## src/rtl/sdram_port_arb_if.sv

```systemverilog
// sdram_port_arb_if: control-port bundle between the port arbiter and sdram_core_pc.
//   master (arbiter side): drives addr, wdata, wr, rd; receives rdy, wvalid, rvalid, rdata.
//   slave  (core side)   : the mirror image.
interface sdram_port_arb_if #(
  parameter int unsigned ADDR_WIDTH = 32,
  parameter int unsigned DATA_WIDTH = 32
);
  logic [ADDR_WIDTH-1:0] addr;
  logic [DATA_WIDTH-1:0] wdata;
  logic                  wr;
  logic                  rd;
  logic                  rdy;
  logic                  wvalid;
  logic                  rvalid;
  logic [DATA_WIDTH-1:0] rdata;

  modport master (
    output addr, wdata, wr, rd,
    input  rdy, wvalid, rvalid, rdata
  );

  modport slave (
    input  addr, wdata, wr, rd,
    output rdy, wvalid, rvalid, rdata
  );
endinterface

```

## src/rtl/sdram_port_arb.sv

```systemverilog
// sdram_port_arb: round-robin arbiter sharing one sdram_core_pc control port among
// NUM_PORTS requesters. One core operation is outstanding at a time; rdy/wvalid/rvalid
// are routed back only to the port that owns the current operation.
//
// Ports:
//   clk, rst        clock; synchronous active-high reset
//   req_addr_i      packed per-port byte address (port i at [i*ADDR_WIDTH +: ADDR_WIDTH])
//   req_wdata_i     packed per-port write data
//   req_wr_i/rd_i   per-port write/read request, held until req_rdy_o
//   req_rdy_o       accept pulse to the granted port (combinational from the core rdy)
//   req_wvalid_o    write-complete pulse to the owning port
//   req_rvalid_o    read-data-valid pulse to the owning port
//   req_rdata_o     read data, meaningful only with req_rvalid_o
//   sd              master side of the core control port
//   err_o           watchdog abort pulse
//
// Optional feature: define SDRAM_ARB_WDOG_EN to abort an operation that is still
// unfinished TIMEOUT_CYC cycles after entering ISSUE. Without it err_o is tied 0.
module sdram_port_arb #(
  parameter int unsigned NUM_PORTS   = 3,
  parameter int unsigned ADDR_WIDTH  = 32,
  parameter int unsigned DATA_WIDTH  = 32,
  parameter int unsigned TIMEOUT_CYC = 1024
) (
  input  logic                             clk,
  input  logic                             rst,
  input  logic [NUM_PORTS*ADDR_WIDTH-1:0]  req_addr_i,
  input  logic [NUM_PORTS*DATA_WIDTH-1:0]  req_wdata_i,
  input  logic [NUM_PORTS-1:0]             req_wr_i,
  input  logic [NUM_PORTS-1:0]             req_rd_i,
  output logic [NUM_PORTS-1:0]             req_rdy_o,
  output logic [NUM_PORTS-1:0]             req_wvalid_o,
  output logic [NUM_PORTS-1:0]             req_rvalid_o,
  output logic [DATA_WIDTH-1:0]            req_rdata_o,
  sdram_port_arb_if.master                 sd,
  output logic                             err_o
);

  localparam int unsigned PTR_W = (NUM_PORTS > 1) ? $clog2(NUM_PORTS) : 1;
  localparam logic [PTR_W-1:0] LAST_PORT = PTR_W'(NUM_PORTS - 1);

  typedef enum logic [1:0] {
    ST_IDLE  = 2'd0,
    ST_ISSUE = 2'd1,
    ST_WAIT  = 2'd2
  } state_e;

  state_e                  state_q, state_d;
  logic [PTR_W-1:0]        rr_ptr_q, rr_ptr_d;
  logic [PTR_W-1:0]        grant_q, grant_d;
  logic                    op_wr_q, op_wr_d;
  logic [ADDR_WIDTH-1:0]   sd_addr_q, sd_addr_d;
  logic [DATA_WIDTH-1:0]   sd_wdata_q, sd_wdata_d;
  logic                    sd_wr_q, sd_wr_d;
  logic                    sd_rd_q, sd_rd_d;

  logic [NUM_PORTS-1:0]    pending;
  logic                    pick_vld;
  logic [PTR_W-1:0]        pick_idx;
  logic                    pick_wr;
  logic [ADDR_WIDTH-1:0]   pick_addr;
  logic [DATA_WIDTH-1:0]   pick_wdata;
  logic                    done_c;
  logic                    abort_c;
  logic [PTR_W-1:0]        next_ptr;

  assign pending = req_wr_i | req_rd_i;

  // Completion only counts in WAIT and only for the latched op type.
  assign done_c = (state_q == ST_WAIT) && (op_wr_q ? sd.wvalid : sd.rvalid);

  // Modulo-NUM_PORTS successor of the current owner.
  assign next_ptr = (grant_q == LAST_PORT) ? '0 : grant_q + PTR_W'(1);

`ifdef SDRAM_ARB_WDOG_EN
  localparam int unsigned CNT_W = $clog2(TIMEOUT_CYC + 1);

  logic [CNT_W-1:0] wdog_q, wdog_d;
  logic             err_q, err_d;
  logic             wdog_hit;

  // Counter is 0 in the first ISSUE cycle, so the hit lands TIMEOUT_CYC cycles after entry.
  assign wdog_hit = (state_q != ST_IDLE) && (wdog_q == CNT_W'(TIMEOUT_CYC - 1));
  assign abort_c  = wdog_hit && !done_c;
  assign err_o    = err_q;
`else
  localparam int unsigned UNUSED_TIMEOUT_CYC = TIMEOUT_CYC;

  assign abort_c = 1'b0;
  assign err_o   = 1'b0;
`endif

  // Round-robin scan: first pending port at or above rr_ptr, otherwise first from 0.
  always_comb begin : arb_scan
    pick_vld   = 1'b0;
    pick_idx   = '0;
    pick_wr    = 1'b0;
    pick_addr  = '0;
    pick_wdata = '0;
    for (int i = 0; i < NUM_PORTS; i++) begin
      if (!pick_vld && pending[i] && (PTR_W'(i) >= rr_ptr_q)) begin
        pick_vld = 1'b1;
        pick_idx = PTR_W'(i);
      end
    end
    for (int i = 0; i < NUM_PORTS; i++) begin
      if (!pick_vld && pending[i]) begin
        pick_vld = 1'b1;
        pick_idx = PTR_W'(i);
      end
    end
    for (int i = 0; i < NUM_PORTS; i++) begin
      if (pick_idx == PTR_W'(i)) begin
        // Write wins when both are asserted; the read stays pending.
        pick_wr    = req_wr_i[i];
        pick_addr  = req_addr_i[i*ADDR_WIDTH +: ADDR_WIDTH];
        pick_wdata = req_wdata_i[i*DATA_WIDTH +: DATA_WIDTH];
      end
    end
  end

  // State register and datapath registers.
  always_ff @(posedge clk) begin : state_reg
    if (rst) begin
      state_q    <= ST_IDLE;
      rr_ptr_q   <= '0;
      grant_q    <= '0;
      op_wr_q    <= 1'b0;
      sd_addr_q  <= '0;
      sd_wdata_q <= '0;
      sd_wr_q    <= 1'b0;
      sd_rd_q    <= 1'b0;
`ifdef SDRAM_ARB_WDOG_EN
      wdog_q     <= '0;
      err_q      <= 1'b0;
`endif
    end else begin
      state_q    <= state_d;
      rr_ptr_q   <= rr_ptr_d;
      grant_q    <= grant_d;
      op_wr_q    <= op_wr_d;
      sd_addr_q  <= sd_addr_d;
      sd_wdata_q <= sd_wdata_d;
      sd_wr_q    <= sd_wr_d;
      sd_rd_q    <= sd_rd_d;
`ifdef SDRAM_ARB_WDOG_EN
      wdog_q     <= wdog_d;
      err_q      <= err_d;
`endif
    end
  end

  // Next-state logic.
  always_comb begin : fsm_next
    state_d = state_q;
    unique case (state_q)
      ST_IDLE: begin
        if (pick_vld) state_d = ST_ISSUE;
      end
      ST_ISSUE: begin
        if (abort_c)     state_d = ST_IDLE;
        else if (sd.rdy) state_d = ST_WAIT;
      end
      ST_WAIT: begin
        if (done_c || abort_c) state_d = ST_IDLE;
      end
      default: state_d = ST_IDLE;
    endcase
  end

  // Output and datapath next values.
  always_comb begin : fsm_out
    rr_ptr_d     = rr_ptr_q;
    grant_d      = grant_q;
    op_wr_d      = op_wr_q;
    sd_addr_d    = sd_addr_q;
    sd_wdata_d   = sd_wdata_q;
    sd_wr_d      = sd_wr_q;
    sd_rd_d      = sd_rd_q;
    req_rdy_o    = '0;
    req_wvalid_o = '0;
    req_rvalid_o = '0;
    req_rdata_o  = '0;
`ifdef SDRAM_ARB_WDOG_EN
    wdog_d       = (state_q == ST_IDLE) ? '0 : wdog_q + CNT_W'(1);
    err_d        = abort_c;
`endif
    unique case (state_q)
      ST_IDLE: begin
        if (pick_vld) begin
          grant_d    = pick_idx;
          op_wr_d    = pick_wr;
          sd_addr_d  = pick_addr;
          sd_wdata_d = pick_wdata;
          sd_wr_d    = pick_wr;
          sd_rd_d    = !pick_wr;
        end
      end
      ST_ISSUE: begin
        if (abort_c) begin
          sd_wr_d  = 1'b0;
          sd_rd_d  = 1'b0;
          rr_ptr_d = next_ptr;
        end else begin
          for (int i = 0; i < NUM_PORTS; i++) begin
            if (grant_q == PTR_W'(i)) req_rdy_o[i] = sd.rdy;
          end
          if (sd.rdy) begin
            sd_wr_d = 1'b0;
            sd_rd_d = 1'b0;
          end
        end
      end
      ST_WAIT: begin
        for (int i = 0; i < NUM_PORTS; i++) begin
          if (grant_q == PTR_W'(i)) begin
            if (op_wr_q) req_wvalid_o[i] = sd.wvalid;
            else         req_rvalid_o[i] = sd.rvalid;
          end
        end
        if (!op_wr_q) req_rdata_o = sd.rdata;
        if (done_c || abort_c) rr_ptr_d = next_ptr;
      end
      default: ;
    endcase
  end

  assign sd.addr  = sd_addr_q;
  assign sd.wdata = sd_wdata_q;
  assign sd.wr    = sd_wr_q;
  assign sd.rd    = sd_rd_q;

endmodule

```

## src/flat_wrapper.sv

```systemverilog
// flat-port wrapper written by rule: the top's interface ports become plain ports
module sdram_port_arb_flat 
#(
  parameter int unsigned NUM_PORTS   = 3,
  parameter int unsigned ADDR_WIDTH  = 32,
  parameter int unsigned DATA_WIDTH  = 32,
  parameter int unsigned TIMEOUT_CYC = 1024
)
  (clk, rst, req_addr_i, req_wdata_i, req_wr_i, req_rd_i, req_rdy_o, req_wvalid_o, req_rvalid_o, req_rdata_o, err_o, sd_addr, sd_wdata, sd_wr, sd_rd, sd_rdy, sd_wvalid, sd_rvalid, sd_rdata);
  sdram_port_arb_if #(.ADDR_WIDTH(ADDR_WIDTH), .DATA_WIDTH(DATA_WIDTH)) sd_i ();
  input  logic clk;
  input  logic rst;
  input  logic [NUM_PORTS*ADDR_WIDTH-1:0] req_addr_i;
  input  logic [NUM_PORTS*DATA_WIDTH-1:0] req_wdata_i;
  input  logic [NUM_PORTS-1:0] req_wr_i;
  input  logic [NUM_PORTS-1:0] req_rd_i;
  output logic [NUM_PORTS-1:0] req_rdy_o;
  output logic [NUM_PORTS-1:0] req_wvalid_o;
  output logic [NUM_PORTS-1:0] req_rvalid_o;
  output logic [DATA_WIDTH-1:0] req_rdata_o;
  output logic err_o;
  output wire logic [$bits(sd_i.addr)-1:0] sd_addr;
  output wire logic [$bits(sd_i.wdata)-1:0] sd_wdata;
  output wire logic [$bits(sd_i.wr)-1:0] sd_wr;
  output wire logic [$bits(sd_i.rd)-1:0] sd_rd;
  input wire logic [$bits(sd_i.rdy)-1:0] sd_rdy;
  input wire logic [$bits(sd_i.wvalid)-1:0] sd_wvalid;
  input wire logic [$bits(sd_i.rvalid)-1:0] sd_rvalid;
  input wire logic [$bits(sd_i.rdata)-1:0] sd_rdata;
  assign sd_addr = sd_i.addr;
  assign sd_wdata = sd_i.wdata;
  assign sd_wr = sd_i.wr;
  assign sd_rd = sd_i.rd;
  assign sd_i.rdy = sd_rdy;
  assign sd_i.wvalid = sd_wvalid;
  assign sd_i.rvalid = sd_rvalid;
  assign sd_i.rdata = sd_rdata;
  sdram_port_arb #(.NUM_PORTS(NUM_PORTS), .ADDR_WIDTH(ADDR_WIDTH), .DATA_WIDTH(DATA_WIDTH), .TIMEOUT_CYC(TIMEOUT_CYC)) u_core (.clk(clk), .rst(rst), .req_addr_i(req_addr_i), .req_wdata_i(req_wdata_i), .req_wr_i(req_wr_i), .req_rd_i(req_rd_i), .req_rdy_o(req_rdy_o), .req_wvalid_o(req_wvalid_o), .req_rvalid_o(req_rvalid_o), .req_rdata_o(req_rdata_o), .sd(sd_i), .err_o(err_o));
endmodule
```

## config.mk

```make
export PLATFORM = sky130hd
export DESIGN_NAME = sdram_port_arb_flat
export DESIGN_NICKNAME = d
export VERILOG_FILES = /design/src/rtl/sdram_port_arb_if.sv /design/src/rtl/sdram_port_arb.sv /design/src/flat_wrapper.sv
export SDC_FILE = /design/constraint.sdc
export NUM_CORES = 1
export LEC_CHECK = 0
export ABC_AREA = 1
export BUFFER_PORTS_ARGS = -buffer_cell sky130_fd_sc_hd__buf_2
export CORE_AREA = 3 3 130 132
export CTS_CLUSTER_DIAMETER = 100
export DETAILED_ROUTE_END_ITERATION = 10
export DIE_AREA = 0 0 133 135
export GPL_ROUTABILITY_DRIVEN = 0
export SLEW_MARGIN = 25
export SYNTH_ARGS = -nofsm -noshare
export SYNTH_HDL_FRONTEND = slang
export SYNTH_SLANG_ARGS = --single-unit
```

## constraint.sdc

```tcl
create_clock -name clk -period 1.5 [get_ports clk]
set_clock_uncertainty 0.1 [all_clocks]
set_input_delay 0.225 -clock clk [delete_from_list [all_inputs] [get_ports clk]]
set_output_delay 0.225 -clock clk [all_outputs]
set_load 0.01 [all_outputs]
```

== Word-level counts from Yosys, hierarchy flattened ==
Index checks and enable logic that the tools add are counted.

* Bits in registers: 73
* Word-level logic and storage cells: 92
* Input port bits: 235

* Reductions and logical operators: 23
* Muxes and demuxes: 47
* Magnitude comparators: 3
* Add/subtract/negate cells: 1
* Bitwise logic cells: 1
* Equal/unequal tests: 9

{| class="wikitable"
|+ Operator list
! cell !! number
|-
| two-way mux 32 bit || 8
|-
| two-way mux 1 bit || 25
|-
| two-way mux 2 bit || 8
|-
| logical AND 1 bit || 9
|-
| two-way mux 3 bit || 3
|-
| == test 2 x 1 -> 1 bit, second input constant || 3
|-
| == test 2 bit, second input constant || 3
|-
| zero test 1 bit || 6
|-
| zero test 2 bit || 3
|-
| case mux 2 bit (3 select lines) || 1
|-
| AND reduction 3 bit || 2
|-
| greater-or-equal comparator 1 x 2 -> 1 bit, first input constant || 2
|-
| inequality test 2 x 1 -> 1 bit, second input constant || 2
|-
| case mux 1 bit (2 select lines) || 2
|-
| AND reduction 2 bit || 2
|-
| OR 3 bit || 1
|-
| adder 2 x 1 -> 2 bit, second input constant || 1
|-
| greater-or-equal comparator 2 bit, first input constant || 1
|-
| inequality test 2 bit, second input constant || 1
|-
| nonzero test 2 bit || 1
|}

== Longest topological paths before layout ==
Gate-level depths: netlist (run 1).

* Depth in word-level cells: 27
* Gate-level depth with buffers: 12

== Worst setup path before layout (run 1) ==
No wires, ideal clock.

* Path kind: flip-flop to flip-flop
* From: reg u_core.rr_ptr_q[1]
* To: reg u_core.sd_wdata_q[2] (netlist: u_core.sd.wdata[2])
* Cell stages (with the launch flop): 10
* Data arrival time: 1.232 ns
* Clock period less this slack: 1.454 ns
* Buffers on the path: 2
* Path slack: 0.046 ns
* Cells stage by stage: dfxtp_1 -> inv_1 -> o21ai_1 -> inv_1 -> nand2_1 -> nand2_2 -> buf_4 -> buf_4 -> a22oi_1 -> a21oi_1

* Cells in the longest elaborated chain, start to end: 24
* Elaborated cells on any way between the ends: 34
* Those cells by class: 3 x order compare; 2 x eq/ne; 14 x mux; 15 x reduce/logical

{| class="wikitable"
|+ RTL lines
! element !! line !! source
|-
| start, declared || sdram_port_arb.sv:49 || <nowiki>logic [PTR_W-1:0] rr_ptr_q, rr_ptr_d;</nowiki>
|-
| start signal, assigned || sdram_port_arb.sv:139 || <nowiki>rr_ptr_q <= rr_ptr_d;</nowiki>
|-
| greater-or-equal comparator 1 x 2 -> 1 bit || sdram_port_arb.sv:101 || <nowiki>if (!pick_vld && pending[i] && (PTR_W'(i) >= rr_ptr_q)) begin</nowiki>
|-
| logical AND 1 bit || sdram_port_arb.sv:101 ||
|-
| two-way mux 1 bit || sdram_port_arb.sv:101 ||
|-
| zero test 1 bit || sdram_port_arb.sv:101 ||
|-
| logical AND 1 bit (2 in a row) || sdram_port_arb.sv:101 ||
|-
| two-way mux 1 bit || sdram_port_arb.sv:101 ||
|-
| zero test 1 bit || sdram_port_arb.sv:101 ||
|-
| logical AND 1 bit (2 in a row) || sdram_port_arb.sv:101 ||
|-
| [... 4 more ...] || - ||
|-
| zero test 1 bit || sdram_port_arb.sv:107 || <nowiki>if (!pick_vld && pending[i]) begin</nowiki>
|-
| logical AND 1 bit || sdram_port_arb.sv:107 ||
|-
| two-way mux 1 bit || sdram_port_arb.sv:107 ||
|-
| zero test 1 bit || sdram_port_arb.sv:107 ||
|-
| logical AND 1 bit || sdram_port_arb.sv:107 ||
|-
| two-way mux 2 bit || sdram_port_arb.sv:107 ||
|-
| zero test 2 bit || sdram_port_arb.sv:113 || <nowiki>if (pick_idx == PTR_W'(i)) begin</nowiki>
|-
| two-way mux 32 bit (3 in a row) || sdram_port_arb.sv:113 ||
|-
| end signal, assigned || sdram_port_arb.sv:143 || <nowiki>sd_wdata_q <= sd_wdata_d;</nowiki>
|-
| end, declared || sdram_port_arb.sv:53 || <nowiki>logic [DATA_WIDTH-1:0] sd_wdata_q, sd_wdata_d;</nowiki>
|}

Parallel ways exist; a longest one is shown, timed or not.
A chain may end at the register's enable or synchronous reset.

== Worst setup path after layout (run 1) ==
* From: reg u_core.state_q[1]
* To: out req_rdata_o[14]

* Cells in the longest elaborated chain, start to end: 2

{| class="wikitable"
|+ RTL lines
! element !! line !! source
|-
| start, declared || sdram_port_arb.sv:48 || <nowiki>state_e state_q, state_d;</nowiki>
|-
| start signal, assigned || sdram_port_arb.sv:138 || <nowiki>state_q <= state_d;</nowiki>
|-
| == test 2 bit || sdram_port_arb.sv:188 || <nowiki>unique case (state_q)</nowiki>
|-
| two-way mux 32 bit || sdram_port_arb.sv:188 ||
|-
| end, declared || flat_wrapper.sv:20 || <nowiki>output logic [DATA_WIDTH-1:0] req_rdata_o;</nowiki>
|}

No other way between the ends.

==> results_dict.tcl, run 1 <==
set metrics [dict create \
    status "finished, violations left" \
    violations "negative setup slack" \
    grt_overflow 0 \
    cts_buffers 9 \
    ios 343 \
    place_ws_ps -192 \
    cts-root-buf "clkbuf_16" \
    antenna_found_initial 0 \
    floorplan.initialDensity_pct 25.1 \
    yosysWarnings 0 \
    hold_class "input pin to register" \
    setup_viol 109 \
    powerDensity_mw_per_mm2 908 \
    cts_max_level 3 \
    numClockSinks 73 \
    diodes 0 \
    yosysTopAreaCell "dfxtp_1" \
    fillers 1505 \
    tritoncts "yes" \
    die-width_um 133 \
    fin_ws_ps -226 \
    cellLeakagePower_nw 4.05 \
    grt_max_degree 38 \
    cts_buffer_depth 2 \
    crit_path_max_fanout 7 \
    die_h_um 135 \
    synth.area.top_cells "dfxtp_1 37%, a21oi_1 12%, nand2_1 10%, nor2_1 7.7%, o21ai_0 6.7%" \
    grt_pass1_vias 5293 \
    insertion_delay_ps 330 \
    worst_ep_arrival_time_ps 1400 \
    dpl.hpwl_um 13000 \
    vias 5696 \
    drive_gt1_share_pct 62.1 \
    grtUsageTotal_pct 20.7 \
    critPathKind "register to output port" \
    portBuffers 341 \
    drc 0 \
    detail_route.iter0.violations 209 \
    antenna_left 0 \
    p_total_mw 7.35 \
    fin_setup_tns_ps -15020 \
    hold_violations 0 \
    path_clk_slew_ps 60 \
    stdcell_count 1195 \
    drtPass1Iterations 5 \
    synthCells 589 \
    syn-num-nets 824 \
    synthDominantCellAreaShare_pct 36.8 \
    layout_common_cells "324 x buf_2, 81 x nand2_1, 67 x dfxtp_1" \
    max_clock_freq_mhz 579 \
    dp.cells 1133 \
    synth.distinct_cells 25 \
    rsz0062_at_grt "true" \
    min_period_over_period_pct 115 \
    area_growth_pct 104 \
    multiInputGateArea_mm2 0.00285 \
    seqCellArea_mm2 0.00148 \
    synth_seq_cells 73 \
    critPathCaptureType "output port" \
    period_needed_ps 1730 \
    drv_slew 0 \
    drv_cap 0 \
    required_ps 1170 \
    grt_first_pass_wirelength_um 29000 \
    avgSynthCellArea_um2 6.75 \
    die_area_mm2 0.0180 \
    coreArea_mm2 0.0158 \
    critPathLaunchType "register" \
    vdd.ir_drop.worst_mv 0.494 \
    via_per_inst 4.77 \
    final_common_cell "buf_2" \
    ys_seq_area_share_pct 36.8 \
    core.rowCount 46 \
    nNetsFinal 1209 \
    wl_um 21000 \
    syn_area_mm2 0.00398 \
    avgRoutedWirePerCell_um 17.6 \
]
==> cell usage after synthesis <==
master / number
a211oi_1: 1
a21oi_1: 98
a22oi_1: 35
a22oi_2: 10
a31oi_1: 1
a41oi_1: 3
buf_2: 13
buf_4: 6
buf_6: 6
clkbuf_1: 24
clkinv_1: 1
conb_1: 1
dfxtp_1: 73
inv_1: 28
inv_2: 2
nand2_1: 107
nand2_2: 1
nand3_1: 25
nand4_1: 1
nor2_1: 82
nor2_2: 1
o211ai_1: 1
o21ai_0: 53
o21ai_1: 15
or2_2: 1
==> critical path: stages, from the launching register on <==
cell,delay (ps)
dfxtp_2,330
inv_2,50
nor2_4,150
clkinv_4,140
clkbuf_16,200
nor2_2,70
buf_2,120
==> kinds of logic (layout without fill, tap and decap cells) <==
group,Yosys count,in the layout,synth area share [%]
AOI/OAI and AO/OA,217,217,31.9
DFF,73,73,36.8
and+or+nand+nor,218,218,21.6
other,1,1,0.0943
buffers and inverters,80,470,9.66
==> power by group <==
group / switching, mW / internal, mW
combinational: 1.53 / 1.41
clock: 0.901 / 1.17
sequential: 0.130 / 2.20
==> metrics by stage <==
stage / hold slack, ps / util, % / area (um2)
CTS: 42.2 / 46.1 / 7300
detailed placement: 382 / 38.5 / 6090
global placement: 373 / 38.5 / 6090
finish: 51.3 / 51.1 / 8090
global route: 41.2 / 51.1 / 8090
floorplan: 295 / - / 3980
==> registers in the layout, indices dropped and copies added (netlist names) <==
| signal | count |
|---|---|
| u_core.sd.addr | 32 |
| u_core.sd.wdata | 32 |
| u_core.grant_q | 2 |
| u_core.rr_ptr_q | 2 |
| u_core.state_q | 2 |
| u_core.op_wr_q | 1 |
| u_core.sd.rd | 1 |
| u_core.sd.wr | 1 |
==> per-layer routing <==
layer | global-route usage (%) | part of all wire, %
met1 | 23.9 | 39
met3 | 5.55 | 7.4
met4 | 6.64 | 1.8
met5 | 0 | 0
met2 | 37.0 | 52
==> path summary, 6_finish.rpt <==
| path | start | end | slack (ps) | depth (start not counted) |
|---|---|---|---|---|
| setup / recovery | u_core.state_q[1]$_SDFFE_PP0P_ | req_rdata_o[14] | -230 | 6 |
| hold / removal | req_wdata_i[78] | u_core.sd.wdata[14]$_SDFFE_PP0P_ | 50 | 3 |
| setup reg to reg | u_core.rr_ptr_q[1]$_SDFFE_PP0P_ | u_core.sd.addr[10]$_SDFFE_PP0P_ | -180 | 11 |
| hold reg to reg | u_core.sd.wr$_SDFFE_PP0P_ | u_core.sd.wr$_SDFFE_PP0P_ | 390 | 2 |
==> area by class of cell <==
cell class	instances	share of cell area, %
Timing Repair Buffer	423	38.1
Multi-Input combinational cell	436	35.2
Sequential cell	73	18.2
Tap cell	216	3.34
Clock buffer	11	3.00
Inverter	31	1.59
Clock inverter	5	0.495
==> what timing repair did <==
| item | CTS | global route |
|---|---|---|
| hold endpoints to repair | 0 | 0 |
| gates resized for setup | 106 | 137 |
| cloned | 13 | 10 |
| endpoints found under the setup margin | 109 | 110 |
| pin swaps | 13 | 45 |
| hold buffers | 0 | 0 |
| buffers inserted | 16 | 9 |
(Power assumes the default switching activity.)
==> run 2, diff against run 1 <==
- PLACE_DENSITY: unset -> 0.57
==> results_dict.tcl, run 2 (same netlist as run 1, synthesis figures left out) <==
set metrics [dict create \
    via_per_inst 4.71 \
    tritoncts "yes" \
    area_growth_pct 87.9 \
    antenna_left 0 \
    path_buf_inv 4 \
    cellLeakagePower_nw 3.85 \
    dp.cells 1140 \
    grt_max_degree 34 \
    min_period_over_period_pct 116 \
    cts_max_level 3 \
    die-width_um 133 \
    vias 5546 \
    wl_um 19200 \
    highest_layer "met5" \
    cp_top_family "buffers and inverters" \
    critPathLaunchType "register" \
    layout_common_cells "337 x buf_2, 82 x nand2_1, 68 x a21oi_1, 68 x dfxtp_1, 66 x nor2_1" \
    critPathKind "register to register" \
    setup_viol 108 \
    grt_first_pass_wirelength_um 27900 \
    status "finished, violations left" \
    hold_class "input pin to register" \
    ios 343 \
    rsz0062_at_grt "true" \
    die_area_mm2 0.0180 \
    path_clk_slew_ps 60 \
    slowest_delay_ps 380 \
    coreArea_mm2 0.0158 \
    diodes 0 \
    power.internal_mw 4.70 \
    stdcell_count 1178 \
    numClockSinks 73 \
    portBuffers 341 \
    p_switching_mw 2.41 \
    floorplan.initialDensity_pct 25.1 \
    cp_slowest_cell "dfxtp_4" \
    max_clock_freq_mhz 577 \
    grtUsageTotal_pct 19.7 \
    core.rowCount 46 \
    drc 0 \
    dr_wl_met3_um 1540 \
    die_h_um 135 \
    grt_pass1_vias 5323 \
    fin_ws_ps -234 \
    swShare_pct 33.9 \
    final_common_cell "buf_2" \
    p_comb_share_pct 36.3 \
    period_needed_ps 1730 \
    postCtsHoldBufs 0 \
    drtPass1Iterations 4 \
    avgRoutedWirePerCell_um 16.3 \
    hold_violations 0 \
    cts_buffers 9 \
    nNetsFinal 1192 \
    clockPowerShare_pct 30.9 \
    wl_met1_um 7290 \
    worst_ep_arrival_time_ps 1850 \
    met2RoutedLength_um 10100 \
    insertion_delay_ps 330 \
    antenna_found_initial 1 \
    drv_slew 0 \
    sequentialPowerShare_pct 32.8 \
    critPathCaptureType "register" \
    vdd.ir_drop.worst_mv 0.420 \
    drv_cap 0 \
    p_total_mw 7.11 \
    crit_path_max_fanout 8 \
    path_cells "nand2_2 > inv_2 > nand4_1 > nand2_2 > nor2_4 > buf_12 > buf_12 > buf_12 > a22oi_1 > a21oi_1" \
    cts_buffer_depth 2 \
    violations "negative setup slack" \
    crit_path_frequent_cell "buf_12" \
    powerDensity_mw_per_mm2 952 \
    grt_overflow 0 \
    required_ps 1620 \
    detail_route.iter0.violations 176 \
    drive_gt1_share_pct 58.0 \
    dpl.hpwl_um 13700 \
    cts-root-buf "clkbuf_16" \
]
[run 2: cell types whose count changed in the layout (fill, tap and decap cells not counted), moves of 8 or more]
cell     before  now
buf_6        25   17
buf_4        34   23
a21oi_1      60   68
nor2_4       19    7
buf_2       324  337
nor2_1       54   66
[run 2: final timing paths]
path	cells past startpoint	endpoint	slack, ps	startpoint
min	3	u_core.sd.wdata[17]$_SDFFE_PP0P_	50	req_wdata_i[81]
max reg2reg	10	u_core.sd.wdata[15]$_SDFFE_PP0P_	-230	u_core.rr_ptr_q[1]$_SDFFE_PP0P_
max	10	u_core.sd.wdata[15]$_SDFFE_PP0P_	-230	u_core.rr_ptr_q[1]$_SDFFE_PP0P_
min reg2reg	2	u_core.grant_q[0]$_SDFFE_PP0P_	400	u_core.grant_q[0]$_SDFFE_PP0P_
[run 2: layout make-up]
type	count	area, um2
clock buffer	10	229
timing repair buffer	406	2670
multi-input combinational	436	2650
inverter	31	120
tap	216	270
fill	1548	8360
clock inverter	6	67.6
sequential	73	1470
[run 2: power by group through the flow]
stage,logic (mW),registers (mW),clock network (mW)
global route,2.81,2.36,2.34
detailed placement,2.17,2.36,0
floorplan,0.959,2.48,0
global placement,2.17,2.36,0
finish,2.58,2.33,2.20
CTS,2.45,2.33,2.25
[run 2: through the flow]
step                      instance area, um2  util [%]  hold slack, ps  setup slack, ps  TNS [ps]
final                                   7470      47.2            51.9             -234    -15900
after global routing                    7470      47.2            57.3             -261    -22440
after CTS                               7130      45.0            39.8             -167    -12110
after detailed placement                6200      39.2             382             -199     -9310
after global placement                  6200      39.2             373             -146     -5760
after floorplan                         3980         -             295             45.9         0
[run 2: worst reg2reg max path: stages (launching register included)]
cell and delay, ps:
dfxtp_4 380, nand2_2 70, inv_2 60, nand4_1 140
nand2_2 160, nor2_4 60, buf_12 140, buf_12 140
buf_12 140, a22oi_1 150, a21oi_1 90
[run 2: timing repair]
item / 4_1_cts / 5_1_grt
endpoints found under the setup margin: 110 / 109
gates resized for setup: 101 / 74
gates cloned: 6 / 3
pin swaps: 29 / 33
setup buffers: 11 / 5
[run 2: routing by layer]
layer	GRT usage, %	up-vias
met4	5.31	2
met3	6.37	21
met2	37.3	246
met5	0	-
met1	20.9	2532
li1	-	2745
==> run 3, diff against run 2 <==
- GPL_TIMING_DRIVEN: unset -> 0
==> results_dict.tcl, run 3 (same netlist as run 1, synthesis figures left out) <==
set metrics [dict create \
    tritoncts "yes" \
    grt_first_pass_wirelength_um 29000 \
    dpl.hpwl_um 15300 \
    startpoint "u_core.rr_ptr_q[1]$_SDFFE_PP0P_" \
    path_clk_slew_ps 60 \
    path_cells "nand2_4 > inv_2 > nand4_1 > nand2_4 > nor2_4 > buf_12 > buf_12 > nand2_1 > nand3_2 > o21ai_1 > inv_1" \
    drv_cap 0 \
    ios 343 \
    cp_slowest_cell "dfxtp_4" \
    path_buf_inv 4 \
    status "finished, violations left" \
    fin_ws_ps -206 \
    dp.cells 1146 \
    cts_max_level 3 \
    nNetsFinal 1194 \
    cts-root-buf "clkbuf_16" \
    worst_ep_arrival_time_ps 1840 \
    cellLeakagePower_nw 3.78 \
    area_growth_pct 83.5 \
    slew_headroom_pct 62.5 \
    numClockSinks 73 \
    setup_viol 109 \
    critPathKind "register to register" \
    floorplan.initialDensity_pct 25.1 \
    avgRoutedWirePerCell_um 16.8 \
    wl_um 19800 \
    die-width_um 133 \
    insertion_delay_ps 340 \
    coreArea_mm2 0.0158 \
    met2_usage_pct 37.8 \
    min_period_over_period_pct 114 \
    fin_util_pct 46.1 \
    powerDensity_mw_per_mm2 944 \
    grt_busiest_layer "met2" \
    core.rowCount 46 \
    violations "negative setup slack" \
    cts_buffers 9 \
    vdd.ir_drop.worst_mv 0.524 \
    grt_max_degree 14 \
    hold_violations 0 \
    required_ps 1640 \
    drc 0 \
    crit_path_max_fanout 10 \
    worstHoldStart "req_wdata_i[7]" \
    hold_class "input pin to register" \
    grt_overflow 0 \
    portBuffers 341 \
    antenna_found_initial 1 \
    worstReg2RegStart "u_core.rr_ptr_q[1]$_SDFFE_PP0P_" \
    worst_pin_slew_ps 563 \
    slowest_delay_ps 400 \
    antenna_left 0 \
    drv_slew 0 \
    grtUsageTotal_pct 20.9 \
    period_needed_ps 1710 \
    die_area_mm2 0.0180 \
    final_common_cell "buf_2" \
    placed_area_mm2 0.00595 \
    grt_pass1_vias 5233 \
    vias 5548 \
    use_met3_pct 6.56 \
    final_area_mm2 0.00730 \
    met1_usage_pct 23.7 \
    critPathCaptureType "register" \
    drive_gt1_share_pct 57.0 \
    stdcell_count 1181 \
    cts_buffer_depth 2 \
    drtPass1Iterations 5 \
    layout_common_cells "338 x buf_2, 91 x nand2_1, 88 x a21oi_1" \
    critPathLaunchType "register" \
    cp_top_family "simple AND/OR/NAND/NOR gates" \
    die_h_um 135 \
    via_per_inst 4.70 \
    fin_setup_tns_ps -15110 \
    rsz0062_at_grt "true" \
    detail_route.iter0.violations 167 \
    max_clock_freq_mhz 586 \
]
==> run 3: worst reg2reg max path, stage by stage (launching register included) <==
cell     delay, ps
dfxtp_4        400
nand2_4         70
inv_2           50
nand4_1        150
nand2_4        160
nor2_4          60
buf_12         150
buf_12         150
nand2_1         80
nand3_2         70
o21ai_1        120
inv_1           50
==> run 3: what timing repair did <==
action / CTS / global route
setup endpoints to repair: 110 / 110
setup buffers: 10 / 4
gates cloned: 1 / 4
hold buffers: 0 / 0
resized for setup: 165 / 75
pin swaps: 13 / 39
==> run 3: path summary, 6_finish.rpt <==
check / slack (ps) / cells past startpoint / end
min: 50 / 3 / u_core.sd.wdata[7]$_SDFFE_PP0P_
max reg2reg: -210 / 11 / u_core.sd.wdata[30]$_SDFFE_PP0P_
min reg2reg: 390 / 2 / u_core.sd.wr$_SDFFE_PP0P_
max: -210 / 11 / u_core.sd.wdata[30]$_SDFFE_PP0P_
==> run 3: per-layer routing <==
layer  share of wire (%)  vias up
li1                    -     2755
met1                  38     2530
met2                  52      238
met3                 8.0       25
met4                 1.6        0
met5                   0        -
==> run 3: area by class of cell <==
| cell class | instances | area, um2 |
|---|---|---|
| flip-flops and latches | 73 | 1470 |
| repair buffers | 359 | 1970 |
| fillers | 1620 | 8530 |
| clock inverters | 7 | 45.0 |
| inverters | 31 | 124 |
| diodes | 1 | 2.50 |
| multi-input cells | 436 | 2660 |
| clock buffers | 9 | 225 |
| plain buffers | 49 | 529 |
| well taps | 216 | 270 |
==> run 3: report_power, final <==
part	internal, mW	switching [mW]	total (mW)	leakage, nW
logic	1.15	1.41	2.56	3.03
clock network	1.12	0.874	1.99	0.135
registers	2.20	0.132	2.33	0.610
==> run 3: through the flow <==
step	hold slack [ps]	power [mW]	setup slack [ps]
5_1_grt	50.0	7.31	-317
4_1_cts	34.9	6.80	-195
3_5_place_dp	391	4.41	-474
3_3_place_gp	379	4.41	-492
6_report	51.8	6.88	-206
2_1_floorplan	295	3.44	45.9
